**src/rtl/frame_serializer_if.sv**
```systemverilog
// Row-fetch and pixel-stream buses of the frame serializer.
// master = serializer side, slave = row source / pixel sink side.
interface frame_serializer_if #(
    parameter int COLS = 640,
    parameter int ROWS = 480,
    parameter int BPP  = 1
);
    localparam int RW = (ROWS > 1) ? $clog2(ROWS) : 1;

    logic                 oRow_req;
    logic [RW-1:0]        oRow_addr;
    logic                 iRow_valid;
    logic [COLS*BPP-1:0]  iRow_data;
    logic                 oPix_valid;
    logic                 iPix_ready;
    logic [BPP-1:0]       oPixel;
    logic                 oSOF;
    logic                 oEOL;

    modport master (
        output oRow_req, oRow_addr,
        input  iRow_valid, iRow_data,
        output oPix_valid, oPixel, oSOF, oEOL,
        input  iPix_ready
    );

    modport slave (
        input  oRow_req, oRow_addr,
        output iRow_valid, iRow_data,
        input  oPix_valid, oPixel, oSOF, oEOL,
        output iPix_ready
    );
endinterface

```
**src/rtl/frame_serializer.sv**
```systemverilog
// Frame serializer: fetches packed rows into a double buffer and streams them
// out one BPP-wide pixel at a time with valid/ready handshaking.
module frame_serializer #(
    parameter int COLS      = 640,
    parameter int ROWS      = 480,
    parameter int BPP       = 1,
    parameter int MSB_FIRST = 1
) (
    input  logic                iCLK,
    input  logic                iRST_n,
    input  logic                iSTART,
    input  logic                iABORT,
    frame_serializer_if.master  bus,
    output logic                oBusy,
    output logic                oFinished
);
    localparam int CW = (COLS > 1) ? $clog2(COLS) : 1;
    localparam int RW = (ROWS > 1) ? $clog2(ROWS) : 1;
    localparam int W  = COLS * BPP;
    localparam logic [CW-1:0] ColLast = CW'(COLS - 1);
    localparam logic [RW-1:0] RowLast = RW'(ROWS - 1);

    typedef enum logic [1:0] {StIdle, StWait, StShift} state_e;

    state_e        state_q, state_d;
    logic [CW-1:0] col_q, col_d;
    logic [RW-1:0] row_q, row_d;
    logic [RW-1:0] addr_q, addr_d;
    logic [W-1:0]  act_q, act_d;
    logic [W-1:0]  pre_q, pre_d;
    logic          act_full_q, act_full_d;
    logic          pre_full_q, pre_full_d;
    logic          req_q, req_d;
    logic          fin_q, fin_d;

    logic          capture;
    logic [RW-1:0] row_inc;
    logic [W-1:0]  act_shifted;

    assign capture = req_q & bus.iRow_valid;
    assign row_inc = row_q + 1'b1;
    assign act_shifted = (MSB_FIRST != 0) ? (act_q << BPP) : (act_q >> BPP);

    always_ff @(posedge iCLK or negedge iRST_n) begin
        if (!iRST_n) begin
            state_q <= StIdle;
        end else begin
            state_q <= state_d;
        end
    end

    always_comb begin
        state_d = state_q;
        unique case (state_q)
            StIdle:  if (iSTART) state_d = StWait;
            StWait:  if (act_full_q || pre_full_q) state_d = StShift;
            StShift: begin
                if (bus.iPix_ready && (col_q == ColLast)) begin
                    if (row_q == RowLast) state_d = StIdle;
                    else if (pre_full_q)  state_d = StShift;
                    else                  state_d = StWait;
                end
            end
            default: state_d = StIdle;
        endcase
        if (iABORT) state_d = StIdle;
    end

    always_ff @(posedge iCLK or negedge iRST_n) begin
        if (!iRST_n) begin
            col_q      <= '0;
            row_q      <= '0;
            addr_q     <= '0;
            act_q      <= '0;
            pre_q      <= '0;
            act_full_q <= 1'b0;
            pre_full_q <= 1'b0;
            req_q      <= 1'b0;
            fin_q      <= 1'b0;
        end else begin
            col_q      <= col_d;
            row_q      <= row_d;
            addr_q     <= addr_d;
            act_q      <= act_d;
            pre_q      <= pre_d;
            act_full_q <= act_full_d;
            pre_full_q <= pre_full_d;
            req_q      <= req_d;
            fin_q      <= fin_d;
        end
    end

    always_comb begin
        col_d      = col_q;
        row_d      = row_q;
        addr_d     = addr_q;
        act_d      = act_q;
        pre_d      = pre_q;
        act_full_d = act_full_q;
        pre_full_d = pre_full_q;
        req_d      = req_q;
        fin_d      = 1'b0;

        // An empty active buffer always takes the incoming row first.
        if (capture) begin
            req_d = 1'b0;
            if (!act_full_q) begin
                act_d      = bus.iRow_data;
                act_full_d = 1'b1;
            end else begin
                pre_d      = bus.iRow_data;
                pre_full_d = 1'b1;
            end
        end

        unique case (state_q)
            StIdle: begin
                if (iSTART) begin
                    col_d      = '0;
                    row_d      = '0;
                    addr_d     = '0;
                    req_d      = 1'b1;
                    act_full_d = 1'b0;
                    pre_full_d = 1'b0;
                end
            end
            StWait: begin
                if (act_full_q || pre_full_q) begin
                    // Row landed in prefetch during the row-end cycle: promote it.
                    if (!act_full_q) begin
                        act_d      = pre_q;
                        act_full_d = 1'b1;
                        pre_full_d = 1'b0;
                    end
                    if (row_q != RowLast) begin
                        req_d  = 1'b1;
                        addr_d = row_inc;
                    end
                end
            end
            StShift: begin
                if (bus.iPix_ready) begin
                    act_d = act_shifted;
                    if (col_q == ColLast) begin
                        col_d = '0;
                        if (row_q == RowLast) begin
                            row_d      = '0;
                            fin_d      = 1'b1;
                            act_full_d = 1'b0;
                            pre_full_d = 1'b0;
                        end else begin
                            row_d = row_inc;
                            if (pre_full_q) begin
                                act_d      = pre_q;
                                pre_full_d = 1'b0;
                                if (row_inc != RowLast) begin
                                    req_d  = 1'b1;
                                    addr_d = row_inc + 1'b1;
                                end
                            end else begin
                                act_full_d = 1'b0;
                            end
                        end
                    end else begin
                        col_d = col_q + 1'b1;
                    end
                end
            end
            default: ;
        endcase

        if (iABORT) begin
            col_d      = '0;
            row_d      = '0;
            addr_d     = '0;
            req_d      = 1'b0;
            act_full_d = 1'b0;
            pre_full_d = 1'b0;
            fin_d      = 1'b0;
        end
    end

    logic           pix_valid;
    logic [BPP-1:0] pixel;
    logic           sof;
    logic           eol;
    logic           busy;

    always_comb begin
        pix_valid = (state_q == StShift);
        pixel     = (MSB_FIRST != 0) ? act_q[W-1 -: BPP] : act_q[BPP-1:0];
        sof       = pix_valid && (row_q == '0) && (col_q == '0);
        eol       = pix_valid && (col_q == ColLast);
        busy      = (state_q != StIdle);
    end

    assign bus.oRow_req   = req_q;
    assign bus.oRow_addr  = addr_q;
    assign bus.oPix_valid = pix_valid;
    assign bus.oPixel     = pixel;
    assign bus.oSOF       = sof;
    assign bus.oEOL       = eol;
    assign oBusy          = busy;
    assign oFinished      = fin_q;
endmodule
```
**src/flat_wrapper.sv**
```systemverilog
// flat-port wrapper written by rule: the top's interface ports become plain ports
module frame_serializer_flat 
#(
    parameter int COLS      = 640,
    parameter int ROWS      = 480,
    parameter int BPP       = 1,
    parameter int MSB_FIRST = 1
)
  (iCLK, iRST_n, iSTART, iABORT, oBusy, oFinished, bus_oRow_req, bus_oRow_addr, bus_iRow_valid, bus_iRow_data, bus_oPix_valid, bus_oPixel, bus_oSOF, bus_oEOL, bus_iPix_ready);
  frame_serializer_if #(.COLS(COLS), .ROWS(ROWS), .BPP(BPP)) bus_i ();
  input  logic iCLK;
  input  logic iRST_n;
  input  logic iSTART;
  input  logic iABORT;
  output logic oBusy;
  output logic oFinished;
  output wire logic [$bits(bus_i.oRow_req)-1:0] bus_oRow_req;
  output wire logic [$bits(bus_i.oRow_addr)-1:0] bus_oRow_addr;
  input wire logic [$bits(bus_i.iRow_valid)-1:0] bus_iRow_valid;
  input wire logic [$bits(bus_i.iRow_data)-1:0] bus_iRow_data;
  output wire logic [$bits(bus_i.oPix_valid)-1:0] bus_oPix_valid;
  output wire logic [$bits(bus_i.oPixel)-1:0] bus_oPixel;
  output wire logic [$bits(bus_i.oSOF)-1:0] bus_oSOF;
  output wire logic [$bits(bus_i.oEOL)-1:0] bus_oEOL;
  input wire logic [$bits(bus_i.iPix_ready)-1:0] bus_iPix_ready;
  assign bus_oRow_req = bus_i.oRow_req;
  assign bus_oRow_addr = bus_i.oRow_addr;
  assign bus_i.iRow_valid = bus_iRow_valid;
  assign bus_i.iRow_data = bus_iRow_data;
  assign bus_oPix_valid = bus_i.oPix_valid;
  assign bus_oPixel = bus_i.oPixel;
  assign bus_oSOF = bus_i.oSOF;
  assign bus_oEOL = bus_i.oEOL;
  assign bus_i.iPix_ready = bus_iPix_ready;
  frame_serializer #(.COLS(COLS), .ROWS(ROWS), .BPP(BPP), .MSB_FIRST(MSB_FIRST)) u_core (.iCLK(iCLK), .iRST_n(iRST_n), .iSTART(iSTART), .iABORT(iABORT), .bus(bus_i), .oBusy(oBusy), .oFinished(oFinished));
endmodule
```
**config.mk**
```make
export PLATFORM = sky130hd
export DESIGN_NAME = frame_serializer_flat
export DESIGN_NICKNAME = d
export VERILOG_FILES = /design/src/rtl/frame_serializer_if.sv /design/src/rtl/frame_serializer.sv /design/src/flat_wrapper.sv
export SDC_FILE = /design/constraint.sdc
export NUM_CORES = 2
export LEC_CHECK = 0
export ABC_AREA = 0
export BUFFER_PORTS_ARGS = -buffer_cell sky130_fd_sc_hd__buf_2
export CORE_AREA = 2 2 436 438
export CTS_CLUSTER_DIAMETER = 150
export CTS_CLUSTER_SIZE = 12
export DETAILED_ROUTE_END_ITERATION = 12
export DIE_AREA = 0 0 438 440
export PLACE_DENSITY_LB_ADDON = 0.1
export SLEW_MARGIN = 20
export SYNTH_ARGS = -nofsm -noshare
export SYNTH_HDL_FRONTEND = slang
export SYNTH_SLANG_ARGS = --single-unit
```
**constraint.sdc**
```tcl
create_clock -name iCLK -period 2.3 [get_ports iCLK]
set_input_delay 0.345 -clock iCLK [delete_from_list [all_inputs] [get_ports iCLK]]
set_output_delay 0.345 -clock iCLK [all_outputs]
set_load 0.01 [all_outputs]
```
* Word-level counts from Yosys, hierarchy flattened
Cells that the tools add are included.
** Storage, ports and cells
- Flip-flop bits (word level) :: 1314
- Bits in latches :: 0
- Memory bits (writable) :: 0
- ROM bits :: 0
- Input bits :: 646
- Output and inout port bits :: 16
- Word-level logic and storage cells :: 118
- Memories kept :: 0
** Operators by class
- $add $sub $neg :: 3
- $mul :: 0
- Divide/modulo/power cells :: 0
- Order comparisons :: 0
- Equal/unequal tests :: 15
- Shifts and indexed selects :: 0
- Mux-type cells :: 73
- Bitwise gates (word level) :: 1
- Reductions and logical operators :: 16
** Operators with widths (count)
- 640-bit two-way mux :: 8
- 640-bit case mux with 2 select lines :: 1
- 9-bit two-way mux :: 13
- 10-bit two-way mux :: 4
- 1-bit two-way mux :: 34
- 9-bit case mux with 3 select lines :: 1
- 3-bit by 2-bit inequality test with 1-bit output, second input constant :: 7
- 10-bit case mux with 2 select lines :: 1
- 9-bit by 1-bit adder with 9-bit output, second input constant :: 2
- 9-bit inequality test, second input constant :: 2
- 9-bit case mux with 2 select lines :: 1
- 2-bit two-way mux :: 6
- 10-bit by 1-bit adder with 10-bit output, second input constant :: 1
- 10-bit == test, second input constant :: 1
- 10-bit logical NOT :: 1
- 9-bit == test, second input constant :: 1
- 9-bit logical NOT :: 1
- 1-bit case mux with 3 select lines :: 3
- 9-bit AND reduction :: 1
- 3-bit inequality test, second input constant :: 2
- 2-bit case mux with 3 select lines :: 1
- 3-bit AND reduction :: 2
- 1-bit logical AND :: 4
- 4-bit AND reduction :: 1
- 9 further kinds :: 9

* Longest topological paths before layout
- Depth in word-level cells :: 9
- Mapped depth :: 11
- Gate-level depth less buffers :: 8

* Least setup slack after synthesis
OpenSTA, ideal clock, no wires.
- Path type :: reg-to-reg
- Start point :: reg u_core.row_q[1]
- End point :: reg u_core.act_q[367]
- Library setup time :: 0.120 ns
- Data arrival time :: 2.087 ns
- Required time :: 2.180 ns
- Setup slack :: 0.093 ns
- Cell stages (with the launch flop) :: 12
- Buffers on the path :: 4
- Clock period less this slack :: 2.207 ns
- Path through :: dfrtp_1 -> ha_1 -> buf_4 -> and4_1 -> nand3_2 -> and3_1 -> buf_4 -> buf_6 -> buf_4 -> nand2_1 -> nand3_1 -> a31o_1
** Between the ends
- Longest elaborated chain between the ends :: 5
** Ends and longest elaborated chain
- start: declaration :: line frame_serializer.sv:27 : logic [RW-1:0] row_q, row_d;
- start signal: assignment :: line frame_serializer.sv:82 : row_q <= row_d;
- 9-bit == test :: line frame_serializer.sv:146 : if (row_q == RowLast) begin
- 640-bit two-way mux :: line frame_serializer.sv:146
- 640-bit two-way mux :: line frame_serializer.sv:144 : if (col_q == ColLast) begin
- 640-bit two-way mux :: line frame_serializer.sv:142 : if (bus.iPix_ready) begin
- 640-bit case mux with 2 select lines :: line frame_serializer.sv:116 : unique case (state_q)
- net u_core.act_d[367] :: line frame_serializer.sv:29 : logic [W-1:0] act_q, act_d;
- end signal: assignment :: line frame_serializer.sv:84 : act_q <= act_d;
- end: declaration :: line frame_serializer.sv:29
The timed path passes the listed nets, and every way through them passes these cells.
A chain may end at the register's enable or synchronous reset.

* Worst setup path after layout
- Start point :: reg u_core.state_q[0]
- End point :: out bus_oSOF
** Between the ends
- Longest elaborated chain between the ends :: 3
** Ends and longest elaborated chain
- start: declaration :: line frame_serializer.sv:25 : state_e state_q, state_d;
- start signal: assignment :: line frame_serializer.sv:46 : state_q <= StIdle;
- start signal: assignment :: line frame_serializer.sv:48 : state_q <= state_d;
- 2-bit == test :: line frame_serializer.sv:190 : pix_valid = (state_q == StShift);
- 1-bit logical AND (2 in series) :: line frame_serializer.sv:192 : sof = pix_valid && (row_q == '0) && (col_q == '0);
- end: declaration :: line flat_wrapper.sv:23 : output wire logic [$bits(bus_i.oSOF)-1:0] bus_oSOF;
Every way passes these cells.

==> run_results.csv <==
group,metric,value,unit
run_status,status,"finished with violations",
run_status,violations,"negative setup slack",
pwr,p_int,0.0582,W
hold_path,hp-class,"input port to register",
yosys,synthFlopType,"dfrtp_1",
yosys,synthTopCellsByArea,"dfrtp_1 44%, nand2_1 19%, mux2i_1 8.6%, a31o_1 7.1%, nand2b_1 5.4%",
yosys,syn_avg_cell_area,8.02,µm²
clocking,clockBufferDepth,3,
critical_path,required,1.96,ns
yosys,synth_edf_count,0,
yosys,syn-num-nets,9972,
timing,rsz0062_at_grt,"true",
placement,gp_congestion,0.864,
critical_path,cp.arrival,2.38,ns
global_routing,grt_remaining_overflow,0,
yosys,synthAdderAreaFrac,0.151,%
final_layout,fin_cells,13100,
pwr,ir_drop,624,µV
pwr,leakage,49.2,nW
route,finalWirelength,280000,µm
route,vias,71600,
final_layout,mostFrequentLayoutCell,"nand2_1",
timing,setup-tns-final,-121.96,ns
pwr,p_sw_share,38.0,%
critical_path,start_kind,"register",
timing,finClkSkew,0.0348,ns
yosys,netlist-cell-type-count,60,
yosys,synth_seq_area_share,44.0,%
critical_path,cp_slowest_cell,"dfrtp_1",
placement,dp.cells,12100,
yosys,yosysWarnings,0,
yosys,synth_top_cell_by_area,"dfrtp_1",
critical_path,crit_buf_inv,3,
global_routing,grt_pass1_wl,426000,µm
die,coreArea,189000,µm²
route,antenna_left,0,
pwr,p_switching,0.0356,W
global_routing,grt_use_total,27.7,%
yosys,ys_ff_latch,1314,
final_layout,fillers,17800,
clocking,cts-root-buf,"clkbuf_16",
critical_path,r2r-start,"u_core.col_q[0]",
die,fp-row-count,160,
timing,tightest_slew,0.644,ns
global_routing,grt_antenna_before_repair,63,
final_layout,drive_above_1_share,14.7,%
clocking,clk_latency,0.79,ns
yosys,synth_top_family_by_area,"simple AND/OR/NAND/NOR gates",
placement,dpl.hpwl,171000,µm
route,drc,0,
route,wl_per_cell,21.4,µm
placement,io_buffer_count,661,
critical_path,crit_chain,"inv_1 > ha_4 > buf_6 > nand2_1 > nor4_1 > and3_1 > buf_2",
die,fp.dieArea,193000,µm²
die,initial_core_util,39.6,%
hold_path,hp-start,"bus_iRow_valid",
route,first_pass_iters,6,
route,wl_met1,120000,µm
critical_path,path_delay_family,"simple AND/OR/NAND/NOR gates",
yosys,synth-xor-area-share,0.141,%
critical_path,cpPeakStageDelay,0.41,ns
flow_run,drv_cap,0,
yosys,yosys.area_share.simple,29.8,%
yosys,synth_compound_area_share,12.5,%
critical_path,crit_start,"u_core.state_q[0]",
route,first_iter_violations,6125,
route,top_layer,"met5",
route,met3_length,13100,µm
die,die_x,438,µm
pwr,clkPwrFrac,19.9,%
pwr,combPwrFrac,38.6,%
global_routing,grt_pass1_vias,71800,
pwr,p_per_area,973,nW/µm²
timing,max_freq,0.367,GHz
timing,finalCriticalPeriod,2.73,ns
die,die_h,440,µm
clocking,clkSlewWorstSetupHoldPaths,0.07,ns
global_routing,grt_max_degree,121,
final_layout,nets,11200,
timing,hold_viol_final,0,
route,via_per_inst,5.47,
placement,dp_slack,-0.293,ns
final_layout,syn2layout_area_growth,29.0,%
yosys,synthArstFlopShare,100,%
critical_path,cp.depth,7,
hold_path,hold_depth,4,
final_layout,mostFrequentLayoutCells,"3747 x nand2_1, 1314 x dfrtp_1, 659 x o21ai_0, 659 x buf_2, 643 x dlygate4sd3_1",
yosys,synthesis.area,74700,µm²
timing,max_slew_margin,56.8,%
clocking,numCtsBuffers,119,
clocking,h-tree-depth,3,
critical_path,path_max_fanout,11,
timing,timing.final.ws_setup,-0.426,ns
pwr,pwr-share-seq,41.5,%
yosys,muxShareOfSynthArea,8.73,%
yosys,netlist_instances,9317,
critical_path,end_kind,"output pin",
pwr,p_total,0.0938,W
timing,maxSlewViolCount,0,
die,ioPinCount,662,
critical_path,reg2reg_depth,14,
timing,setup_violations,651,
route,wl_met2,134000,µm
clocking,cts.sinks,1314,
critical_path,critPathKind,"register to output pin",
yosys,synth_top_area_share,44.0,%
timing,finalCritPeriodShare,119,%
clocking,cts_tree,"built",
[registers in the layout, summed over array words and instances (netlist names)]
signal,count
u_core.act_q,640
u_core.pre_q,640
u_core.col_q,10
u_core.bus.oRow_addr,9
u_core.row_q,9
u_core.state_q,2
u_core.act_full_q,1
u_core.bus.oRow_req,1
u_core.oFinished,1
u_core.pre_full_q,1
[synth_stat cells, types with 4 or more instances]
cell      count
nand2_1    3870
dfrtp_1    1314
o21ai_0     659
nand3_1     654
mux2i_1     642
nand2b_1    642
a31o_1      609
clkbuf_1    455
buf_2       182
buf_6        74
a31o_2       30
nor2_1       24
a21oi_1      15
inv_1        15
ha_1          9
and2_1        8
mux2_2        8
nor2b_1       8
nand4_1       7
xor2_1        7
o31ai_1       6
buf_1         5
buf_4         5
xnor2_1       5
and3_1        4
and4_1        4
nor4_1        4
or3_1         4
[cell families (layout without fill, tap and decap cells)]
| kind of cell | after synthesis | count (layout) |
|---|---|---|
| and+or+nand+nor | 5239 | 5239 |
| adders and majority gates | 9 | 9 |
| xor gates and xnor gates | 12 | 12 |
| muxes | 651 | 651 |
| other | 0 | 52 |
| DFF | 1314 | 1314 |
| buffers and inverters | 737 | 1944 |
| AOI/OAI and AO/OA | 1355 | 1355 |
[power by group through the flow]
stage               sequential, W  clock (W)  combinational [W]
floorplan                  0.0370          0             0.0246
global placement           0.0388          0             0.0335
detailed placement         0.0389          0             0.0348
CTS                        0.0386     0.0192             0.0359
global route               0.0400     0.0200             0.0406
finish                     0.0389     0.0187             0.0362
[per-layer routing]
metal | global-route usage [%] | vias to the layer above
li1 | - | 33400
met1 | 36.1 | 35500
met2 | 45.7 | 2171
met3 | 3.28 | 520
met4 | 13.7 | 26
met5 | 0 | -
[timing repair]
action	4_1_cts	5_1_grt
endpoints found under the setup margin	635	657
cloned	50	24
endpoints found under the hold margin	1665	0
gates resized for setup	100	278
hold buffers	643	0
pin swaps	36	164
setup buffers	36	17
[worst reg2reg max path, stage by stage (launching register included)]
cell and delay, ns:
dfrtp_1 0.39, buf_4 0.14, ha_2 0.18, and2_1 0.15, and4_4 0.19, buf_6 0.12
and3_4 0.22, buf_12 0.16, buf_8 0.14, buf_16 0.18, buf_12 0.16, buf_16 0.14
nand2_2 0.06, nand3_1 0.07, a31o_1 0.24
[layout make-up]
cell class	instances	area (µm²)	share of cell area, %
Clock buffer	123	3080	3.19
Multi-Input combinational cell	7266	39200	40.7
Tap cell	2511	3140	3.26
Sequential cell	1314	32900	34.1
Inverter	16	65.1	0.0675
Clock inverter	4	38.8	0.0402
Antenna cell	52	130	0.135
Timing Repair Buffer	1801	17800	18.5
[final timing paths]
path | endpoint | slack [ns]
max | bus_oSOF | -0.43
min | u_core.bus.oRow_req | 0.10
max reg2reg | u_core.act_q[286] | -0.35
min reg2reg | u_core.pre_q[299] | 0.50
max in group asynchronous | u_core.act_q[373] | 1.15
min in group asynchronous | u_core.act_q[552] | 0.17
[metrics by stage]
step,hold WS [ns],cell area [µm²],utilization (%)
after floorplan,0.0494,74700,-
after global placement,0.336,82900,44.0
after detailed placement,0.345,82900,44.0
after CTS,0.0247,94700,50.2
after global routing,0.129,96400,51.1
final,0.102,96400,51.1
Power figures use the tool's default switching activity.
